===== config.mk =====
export PLATFORM = sky130hd
export DESIGN_NAME = multicycle_ctrl
export DESIGN_NICKNAME = d
export VERILOG_FILES = /design/src/rtl/multicycle_ctrl.sv
export SDC_FILE = /design/constraint.sdc
export NUM_CORES = 1
export LEC_CHECK = 0
export BUFFER_PORTS_ARGS = -buffer_cell sky130_fd_sc_hd__buf_2
export CAP_MARGIN = 20
export CORE_UTILIZATION = 35
export DETAILED_ROUTE_END_ITERATION = 7
export GPL_TIMING_DRIVEN = 0
export PLACE_DENSITY = 0.62
export SLEW_MARGIN = 20
export SYNTH_ARGS = -nofsm -noshare
export SYNTH_HDL_FRONTEND = slang
export SYNTH_SLANG_ARGS = --single-unit

===== constraint.sdc =====
create_clock -name i_clk -period 3.7 [get_ports i_clk]
set_clock_uncertainty 0.15 [all_clocks]
set_input_delay 0.74 -clock i_clk [delete_from_list [all_inputs] [get_ports i_clk]]
set_output_delay 0.74 -clock i_clk [all_outputs]
set_load 0.01 [all_outputs]

===== src/rtl/multicycle_ctrl.sv =====
// Control FSM for a multicycle RV32-style datapath sharing one memory port.
// state  | meaning
// FETCH  | read instruction via PC, write IR on ack
// DECODE | classify opcode, latch class or trap as illegal
// EXEC   | ALU operation into ALUOut; branches finish here
// MEM    | load/store via ALUOut address
// WB     | register write-back and PC update
// HALT   | fault stop, only reset leaves
module multicycle_ctrl #(
  parameter int TIMEOUT = 16
) (
  input  logic        i_clk,
  input  logic        i_rst,
  input  logic [6:0]  i_opcode,
  input  logic        i_br_taken,
  input  logic        i_mem_ack,
  output logic        o_mem_req,
  output logic        o_mem_we,
  output logic        o_mem_sel,
  output logic        o_ir_we,
  output logic        o_aluout_we,
  output logic        o_pc_we,
  output logic        o_rd_we,
  output logic [1:0]  o_pc_sel,
  output logic [1:0]  o_wb_sel,
  output logic        o_alu_a_sel,
  output logic        o_alu_b_sel,
  output logic        o_illegal,
  output logic        o_bus_err,
  output logic        o_retire,
  output logic [31:0] o_instret
);

  localparam logic [2:0] S_FETCH  = 3'd0;
  localparam logic [2:0] S_DECODE = 3'd1;
  localparam logic [2:0] S_EXEC   = 3'd2;
  localparam logic [2:0] S_MEM    = 3'd3;
  localparam logic [2:0] S_WB     = 3'd4;
  localparam logic [2:0] S_HALT   = 3'd5;

  localparam logic [3:0] C_RTYPE  = 4'd0;
  localparam logic [3:0] C_ITYPE  = 4'd1;
  localparam logic [3:0] C_IITYPE = 4'd2;
  localparam logic [3:0] C_ILTYPE = 4'd3;
  localparam logic [3:0] C_IJTYPE = 4'd4;
  localparam logic [3:0] C_STYPE  = 4'd5;
  localparam logic [3:0] C_BTYPE  = 4'd6;
  localparam logic [3:0] C_U1TYPE = 4'd7;
  localparam logic [3:0] C_U2TYPE = 4'd8;
  localparam logic [3:0] C_BAD    = 4'd15;

  localparam int CW = $clog2(TIMEOUT + 1);
  localparam logic [CW-1:0] WAIT_LAST = CW'(TIMEOUT - 1);

  logic [2:0]    state_q, state_d;
  logic [3:0]    class_q, class_d;
  logic [CW-1:0] wait_q, wait_d;
  logic          illegal_q, illegal_d;
  logic          bus_err_q, bus_err_d;
  logic [31:0]   instret_q, instret_d;

  function automatic logic [3:0] decode_class(input logic [6:0] op);
    case (op)
      7'b0110011: decode_class = C_RTYPE;
      7'b0010011: decode_class = C_ITYPE;
      7'b1100111: decode_class = C_IITYPE;
      7'b0000011: decode_class = C_ILTYPE;
      7'b1101111: decode_class = C_IJTYPE;
      7'b0100011: decode_class = C_STYPE;
      7'b1100011: decode_class = C_BTYPE;
      7'b0110111: decode_class = C_U1TYPE;
      7'b0010111: decode_class = C_U2TYPE;
      default:    decode_class = C_BAD;
    endcase
  endfunction

  always_comb begin
    state_d   = state_q;
    class_d   = class_q;
    wait_d    = wait_q;
    illegal_d = illegal_q;
    bus_err_d = bus_err_q;
    case (state_q)
      S_FETCH: begin
        if (i_mem_ack) begin
          state_d = S_DECODE;
        end else if (wait_q == WAIT_LAST) begin
          state_d   = S_HALT;
          bus_err_d = 1'b1;
        end else begin
          wait_d = wait_q + 1'b1;
        end
      end
      S_DECODE: begin
        class_d = decode_class(i_opcode);
        if (class_d == C_BAD) begin
          state_d   = S_HALT;
          illegal_d = 1'b1;
        end else begin
          state_d = S_EXEC;
        end
      end
      S_EXEC: begin
        if (class_q == C_ILTYPE || class_q == C_STYPE) state_d = S_MEM;
        else if (class_q == C_BTYPE)                    state_d = S_FETCH;
        else                                            state_d = S_WB;
      end
      S_MEM: begin
        // ack beats timeout when both land in the same cycle
        if (i_mem_ack) begin
          state_d = (class_q == C_STYPE) ? S_FETCH : S_WB;
        end else if (wait_q == WAIT_LAST) begin
          state_d   = S_HALT;
          bus_err_d = 1'b1;
        end else begin
          wait_d = wait_q + 1'b1;
        end
      end
      S_WB:    state_d = S_FETCH;
      S_HALT:  state_d = S_HALT;
      default: state_d = S_HALT;
    endcase
    if (state_d != state_q) wait_d = '0;
  end

  always_comb begin
    o_mem_req   = 1'b0;
    o_mem_we    = 1'b0;
    o_mem_sel   = 1'b0;
    o_ir_we     = 1'b0;
    o_aluout_we = 1'b0;
    o_pc_we     = 1'b0;
    o_rd_we     = 1'b0;
    o_pc_sel    = 2'd0;
    o_wb_sel    = 2'd0;
    o_alu_a_sel = 1'b0;
    o_alu_b_sel = 1'b0;
    o_retire    = 1'b0;
    if (!i_rst) begin
      case (state_q)
        S_FETCH: begin
          o_mem_req = 1'b1;
          o_ir_we   = i_mem_ack;
        end
        S_EXEC: begin
          o_aluout_we = 1'b1;
          case (class_q)
            C_RTYPE: begin
              o_alu_a_sel = 1'b0;
              o_alu_b_sel = 1'b0;
            end
            C_BTYPE, C_IJTYPE, C_U2TYPE: begin
              o_alu_a_sel = 1'b1;
              o_alu_b_sel = 1'b1;
            end
            default: begin
              o_alu_a_sel = 1'b0;
              o_alu_b_sel = 1'b1;
            end
          endcase
          if (class_q == C_BTYPE) begin
            o_pc_we  = 1'b1;
            o_pc_sel = {1'b0, i_br_taken};
            o_retire = 1'b1;
          end
        end
        S_MEM: begin
          o_mem_req = 1'b1;
          o_mem_sel = 1'b1;
          o_mem_we  = (class_q == C_STYPE);
          if (i_mem_ack && class_q == C_STYPE) begin
            o_pc_we  = 1'b1;
            o_retire = 1'b1;
          end
        end
        S_WB: begin
          o_rd_we  = 1'b1;
          o_pc_we  = 1'b1;
          o_retire = 1'b1;
          case (class_q)
            C_ILTYPE:           o_wb_sel = 2'd1;
            C_IJTYPE, C_IITYPE: o_wb_sel = 2'd2;
            C_U1TYPE:           o_wb_sel = 2'd3;
            default:            o_wb_sel = 2'd0;
          endcase
          case (class_q)
            C_IJTYPE: o_pc_sel = 2'd2;
            C_IITYPE: o_pc_sel = 2'd3;
            default:  o_pc_sel = 2'd0;
          endcase
        end
        default: ;
      endcase
    end
  end

  assign instret_d = o_retire ? instret_q + 32'd1 : instret_q;

  always_ff @(posedge i_clk) begin
    if (i_rst) begin
      state_q   <= S_FETCH;
      class_q   <= C_RTYPE;
      wait_q    <= '0;
      illegal_q <= 1'b0;
      bus_err_q <= 1'b0;
      instret_q <= 32'd0;
    end else begin
      state_q   <= state_d;
      class_q   <= class_d;
      wait_q    <= wait_d;
      illegal_q <= illegal_d;
      bus_err_q <= bus_err_d;
      instret_q <= instret_d;
    end
  end

  assign o_illegal = illegal_q;
  assign o_bus_err = bus_err_q;
  assign o_instret = instret_q;

endmodule


==> metrics.md, run 1 <==
| Metric | Value |
|---|---|
| Final hold vios | 0 |
| Type of origin of the critical path | flip-flop |
| CTS Root Cell | clkbuf_8 |
| Sink Count | 46 |
| CP arrival | 2.50 ns |
| Synth Register Bits | 46 |
| Crit-path cells | clkbuf_1 > nor2_1 > and2_0 > clkbuf_1 > nor2b_1 > nor3b_1 > buf_2 |
| Top-count cell post-synth | nor2_1 |
| Slew Limit Fails | 0 |
| Initial Util | 36.46% |
| Post-synth top area share | 34.64% |
| Site Rows | 31 |
| Post-CTS Repair Setup Buffers | 0 |
| Setup TNS | 0 ns |
| Max clock buf depth | 2 |
| Cell Int Power | 711.1 uW |
| CTS Hold Buffers Added | 0 |
| Worst path max stage delay | 0.41 ns |
| DRT Wirelength | 6325 um |
| Sw frac | 26.83% |
| Worst-path maximum fanout | 10 |
| Clk slew on worst S/H paths | 0.08 ns |
| Pin count of the biggest net entering global routing | 15 |
| Remaining antenna violation count | 0 |
| Post-CTS Resized | 0 |
| Pwr dens | 308.2 nW/um^2 |
| Top Layer Used | met4 |
| Final GP Congestion | 0.8184 |
| DR WL met3 | 278 um |
| Part of the Yosys area used for sequential elements | 34.64% |
| Initial antenna violation count | 0 |
| Hold Path Class | flip-flop to flip-flop |
| Wire length on met2 | 2904 um |
| Critical setup path kind | flip-flop to output pin |
| Mapped Nets | 346 |
| Post-Syn Area | 2659 sq um |
| Family with the most delay on the worst path | simple AND/OR/NAND/NOR gates |
| IO Count | 59 |
| Setup violators final | 0 |
| Number of buffers created by CTS | 5 |
| Syn Inst Count | 332 |
| Hold_ws | 0.3424 ns |
| Clock period minus worst slack | 3.390 ns |
| Core area | 7292 sq um |
| Lkg Pwr | 0.001275 uW |
| Final-layout fill cell count | 812 |
| Synth cell count leaders | nor2_1 (51), dfxtp_1 (46), a21oi_1 (22), xor2_1 (22), o21ai_0 (20) |
| Critical Path RT | 2.81 ns |
| Antenna Cells | 0 |
| Dpl hpwl | 4799 um |
| DRT Pass-1 Iters | 4 |
| Placed Cells | 486 |
| Master of the slowest instance on the critical path | clkbuf_1 |
| Share of layout cells above drive strength 1 | 19.75% |
| Layout Nets | 408 |
| Depth of the CTS H-tree | 2 |
| Max-cap viol count | 0 |
| Top post-synthesis cells by area | dfxtp_1 (35%), xor2_1 (7.2%), nor2_1 (7.2%), a21oi_1 (4.1%), o2111ai_1 (4.0%) |
| Design area | 3153 sq um |
| Register share of total power | 52.5% |
| Crit path buf inv count | 3 |
| All-Layer GR Usage | 16.41% |
| TritonCTS clock tree | yes |
| DR WL/cell | 12.80 um |
| Tcrit/Tclk final | 91.63% |
| Post-route DRC | 0 |
| Yosys cell types | 54 |
| Most used DFF post-synth | dfxtp_1 |
| Routed via count | 2570 |
| WL met1 | 3061 um |
| Slew @ Worst Pin | 0.9781 ns |
| Status | completed |
| Async set-or-reset flop fraction in the synthesized netlist | 0% |
| Worst path most repeated cell | clkbuf_1 |
| Die width | 89.16 um |
| Grt total ovfl | 0 |
| Number of synthesized flops with an enable pin | 0 |
| Critical Path Sink Type | output pin |
| Worst skew pair latency | 0.30 ns |
| Synth Warn # | 0 |
| Cell taking the most area after synthesis | dfxtp_1 |
| Vias/cell | 5.202 |
| Port Buffer Count | 55 |
| Syn_area_per_cell | 8.008 sq um |
| Placed inst area | 3058 sq um |
| RSZ-0062 raised after global routing | no |
| Die H | 89.16 um |
| First-pass GRT wire length | 10230 um |
| Layout Utilization | 43.24% |
| Finished Layout Cells | 494 |
| DRT iter0 DRCs | 68 |
| Power share of the combinational group | 14.2% |
| VDD IR max | 0.0001164 V |
| Fmax | 295.0 MHz |
| Area grow syn2layout | 18.59% |
| Share of total power in the clock network | 33.3% |
| Die ar. | 7950 sq um |
| Vias in the first global route | 2188 |
| P_sw | 260.7 uW |
| Slew HR | 34.19% |
## power groups by stage
stage                     clock, uW  sequential [uW]  combinational [uW]
after global placement            0              522                 137
after detailed placement          0              522                 138
after CTS                       338              511                 138
final                           323              511                 138
after floorplan                   0              522                 100
after global routing            361              512                 153
## layout make-up
| type | count | area (sq um) | area share, % |
|---|---|---|---|
| timing repair buffer | 55 | 275.3 | 8.730 |
| clock buffer | 7 | 86.33 | 2.738 |
| tap | 99 | 123.9 | 3.929 |
| inverter | 9 | 33.78 | 1.071 |
| buffer | 23 | 113.9 | 3.611 |
| multi-input combinational | 254 | 1590 | 50.44 |
| sequential | 46 | 920.9 | 29.21 |
| clock inverter | 1 | 8.758 | 0.2778 |
## sequential cells by signal, indices dropped and copies added, names as in the netlist
register	count
wait_q	5
state_q	3
o_illegal	1
o_bus_err	1
class_q	4
o_instret	32
## through the flow
stage	setup WS (ns)	power (uW)
after floorplan	0.7539	622.6
after global placement	0.4901	659.1
after detailed placement	0.4775	660.5
after CTS	0.2902	987.0
after global routing	0.09988	1027
final	0.3096	971.8
## path summary, 6_finish.rpt
| path | from | endpoint | slack (ns) | depth (start not counted) |
|---|---|---|---|---|
| setup / recovery | state_q[0]$_SDFF_PP0_ | o_wb_sel[1] | 0.31 | 7 |
| hold / removal | o_instret[31]$_SDFFE_PP0P_ | o_instret[31]$_SDFFE_PP0P_ | 0.34 | 2 |
| setup reg to reg | wait_q[0]$_SDFFE_PP0P_ | wait_q[3]$_SDFFE_PP0P_ | 1.23 | 7 |
| hold reg to reg | o_instret[31]$_SDFFE_PP0P_ | o_instret[31]$_SDFFE_PP0P_ | 0.34 | 2 |
## metal layers
layer / up-vias / GRT usage [%]
li1: 1312 / -
met1: 1195 / 22.37
met2: 55 / 26.30
met3: 8 / 3.047
met4: 0 / 5.051
met5: - / 0
## cell usage in the layout (no fill, tap or decap), types with 2 or more instances in the layout
cell type,count
o211ai_2,2
o31ai_1,2
or2_2,2
mux2i_1,3
or3_1,11
o22ai_1,2
xor2_1,22
nand4b_1,3
nor3_1,9
buf_2,56
nor2b_1,4
o2111ai_1,12
buf_6,3
and3_1,10
dfxtp_1,46
nand4_1,7
o21ai_0,20
nand3_1,6
clkbuf_8,6
nor2_1,51
a21oi_1,22
inv_1,9
ha_1,3
o21bai_1,2
nor4_1,2
clkbuf_1,18
nand3b_1,3
xnor2_1,4
nand2_1,17
o21ai_1,4
nand2b_1,4
nor3b_1,3
a211oi_1,4
## logic make-up after synthesis
| kind of cell | after synthesis | share of synthesized area [%] |
|---|---|---|
| AOI/OAI and AO/OA | 81 | 20.42 |
| xor gates and xnor gates | 26 | 8.564 |
| muxes | 4 | 1.553 |
| adders and majority gates | 4 | 1.788 |
| and+or+nand+nor | 139 | 27.48 |
| DFF | 46 | 34.64 |
| buffers and inverters | 32 | 5.553 |
## worst min-delay path: cells and delay by family (launching register included)
kind	cells	cell delay, ns
flops	1	0.32
compound gates	2	0.13
Note: power is estimated with default switching activity, not from simulation.
==> inputs of run 2 (changes only) <==
Settings changed: PLACE_DENSITY 0.62 to 0.64.
Clock period 3.7 ns to 2.9 ns, I/O delays scaled along.
==> run 2 against run 1 <==
  * Critical path depth is the same
  * Largest cell class unchanged
  * Cell count grew 1.2%
  * Routed wire length grew 2.4%
==> metrics.md, run 2 (synthesis results as in run 1) <==
| Metric | Value |
|---|---|
| Status | completed |
| Tcrit/Tclk final | 94.48% |
| Critical setup path kind | flip-flop to output pin |
| Max reg flops | 32 (unchanged) |
| Critical Path Sink Type | output pin |
| Grt total ovfl | 0 (unchanged) |
| Max-cap viol count | 0 (unchanged) |
| FF-to-FF Start | class_q[3]$_SDFFE_PP0N_ |
| CTS Root Cell | clkbuf_8 |
| DR WL/cell | 12.95 um (+1.1%) |
| Routed via count | 2597 (+1.1%) |
| Slew @ Worst Pin | 0.8398 ns (-0.1383 ns) |
| Number of buffers created by CTS | 5 (unchanged) |
| DRT Pass-1 Iters | 4 (unchanged) |
| Pin count of the biggest net entering global routing | 15 (unchanged) |
| IO Count | 59 (unchanged) |
| Hold Path Class | flip-flop to flip-flop |
| Fin worst setup slack | 0.1600 ns (-0.1497 ns) |
| Crit-path cells | buf_6 > or4b_4 > o22ai_4 > buf_6 > nor2_1 > nor2_1 > buf_2 |
| Clk slew on worst S/H paths | 0.08 ns (about the same) |
| Core area | 7292 sq um (unchanged) |
| All-Layer GR Usage | 16.53% (+0.12 points) |
| DRT iter0 DRCs | 161 (+140%) |
| Layout Utilization | 44.17% (+0.93 points) |
| Area grow syn2layout | 21.13% |
| VDD IR max | 0.0001399 V (+20%) |
| Initial antenna violation count | 0 (unchanged) |
| Final hold vios | 0 (unchanged) |
| Met2 GRT Util | 25.95% (-0.35 points) |
| Site Rows | 31 (unchanged) |
| Master of the slowest instance on the critical path | or4b_4 |
| Die width | 89.16 um (unchanged) |
| Pwr Total | 1246 uW (+28%) |
| Lkg Pwr | 0.001333 uW (+4.5%) |
| CTS Hold Buffers Added | 0 (unchanged) |
| Crit path to | o_pc_we |
| Clock period minus worst slack | 2.740 ns |
| Vias in the first global route | 2204 (+0.73%) |
| Worst path max stage delay | 0.54 ns (+0.13 ns) |
| Placed inst area | 3058 sq um (unchanged) |
| DRT Wirelength | 6475 um (+2.4%) |
| Fmax | 365.0 MHz |
| Worst hold stages | 2 (unchanged) |
| Antenna Cells | 0 (unchanged) |
| CP arrival | 2.01 ns (-0.49 ns) |
| FF-to-FF End | o_instret[31]$_SDFFE_PP0P_ |
| Share of layout cells above drive strength 1 | 23.44% (+3.7 points) |
| Layout Nets | 414 (+1.5%) |
| Dpl hpwl | 4755 um (-0.91%) |
| Initial Util | 36.46% (unchanged) |
| Die H | 89.16 um (unchanged) |
| GR peak layer | met2 |
| Start point of the critical path | class_q[3]$_SDFFE_PP0N_ |
| Remaining antenna violation count | 0 (unchanged) |
| Setup violators final | 0 (unchanged) |
| Flop-to-flop setup slack | 0.50 ns (-0.73 ns) |
| Design area | 3221 sq um (+2.1%) |
| FF-to-FF path depth | 8 (+1) |
| Max clock buf depth | 2 (unchanged) |
| Vias/cell | 5.194 (-0.16%) |
| TritonCTS clock tree | yes |
| Depth of the CTS H-tree | 2 (unchanged) |
| RSZ-0062 raised after global routing | no |
| Most common cell after layout, fill and taps aside | buf_2 |
| Die ar. | 7950 sq um (unchanged) |
| Setup WS pre-CTS | 0.003251 ns (-0.4742 ns) |
| Met3 Use GR | 3.693% (+0.65 points) |
| Type of origin of the critical path | flip-flop |
| Sink Count | 46 (unchanged) |
| Port Buffer Count | 55 (unchanged) |
| Post-route DRC | 0 (unchanged) |
| Pwr dens | 386.9 nW/um^2 (+26%) |
| Setup TNS | 0 ns (unchanged) |
| GR Util met1 | 22.73% (+0.36 points) |
| Worst skew pair latency | 0.30 ns (about the same) |
| Critical Path RT | 2.17 ns (-0.64 ns) |
| Final GP Congestion | 0.8223 (+0.48%) |
| Worst-path maximum fanout | 9 (-1) |
| First-pass GRT wire length | 10250 um (+0.21%) |
| Slew HR | 43.89% (+9.7 points) |
| Slew Limit Fails | 0 (unchanged) |
| Most frequent cells in the layout | buf_2 (56), nor2_1 (50), dfxtp_1 (46), a21oi_1 (22), xor2_1 (22) |
run 2: critical path, delay by kind of cell (launching register included):
kind	cells	cell delay, ns
and+or+nand+nor	3	0.74
buffers and inverters	3	0.44
DFF	1	0.31
AOI/OAI and AO/OA	1	0.23
run 2: per-layer routing:
metal / wire length, um / vias up
met1: 3170 / 1195
met5: 0 / -
met4: 96 / 0
met2: 2913 / 60
li1: - / 1332
met3: 295 / 10
run 2: cell type report:
cell class	count	area [sq um]
well taps	99	123.9
inverters	9	33.78
clock inverters	1	8.758
flip-flops and latches	46	920.9
fillers	742	4071
multi-input cells	254	1603
plain buffers	20	103.9
clock buffers	7	86.33
repair buffers	64	340.3
run 2: what timing repair did:
item | CTS | global route
pin swaps | 2 | 3
endpoints found under the setup margin | 6 | 4
setup buffers | 2 | 6
gates cloned | 0 | 1
resized for setup | 5 | 8
run 2: how the worst min path moves through the flow:
stage                               startpoint                         end  slack (ns)
floorplan               wait_q[3]$_SDFFE_PP0P_      wait_q[3]$_SDFFE_PP0P_        0.32
global placement    o_instret[31]$_SDFFE_PP0P_  o_instret[31]$_SDFFE_PP0P_        0.32
detailed placement      o_illegal$_SDFFE_PP0P_      o_illegal$_SDFFE_PP0P_        0.33
CTS                                i_opcode[0]     class_q[3]$_SDFFE_PP0N_        0.35
global route        o_instret[31]$_SDFFE_PP0P_  o_instret[31]$_SDFFE_PP0P_        0.39
finish                  o_illegal$_SDFFE_PP0P_      o_illegal$_SDFFE_PP0P_        0.34
run 2: report_power, final:
part / switching (uW) / internal, uW
Sequential: 10.9 / 644
Clock: 217 / 197
Combinational: 108 / 68.9
Total: 336 / 910
run 2: through the flow:
stage	std cells	hold WS [ns]
5_1_grt	500	0.3851
6_report	500	0.3396
3_5_place_dp	486	0.3343
4_1_cts	494	0.3486
2_1_floorplan	332	0.3216
3_3_place_gp	486	0.3181
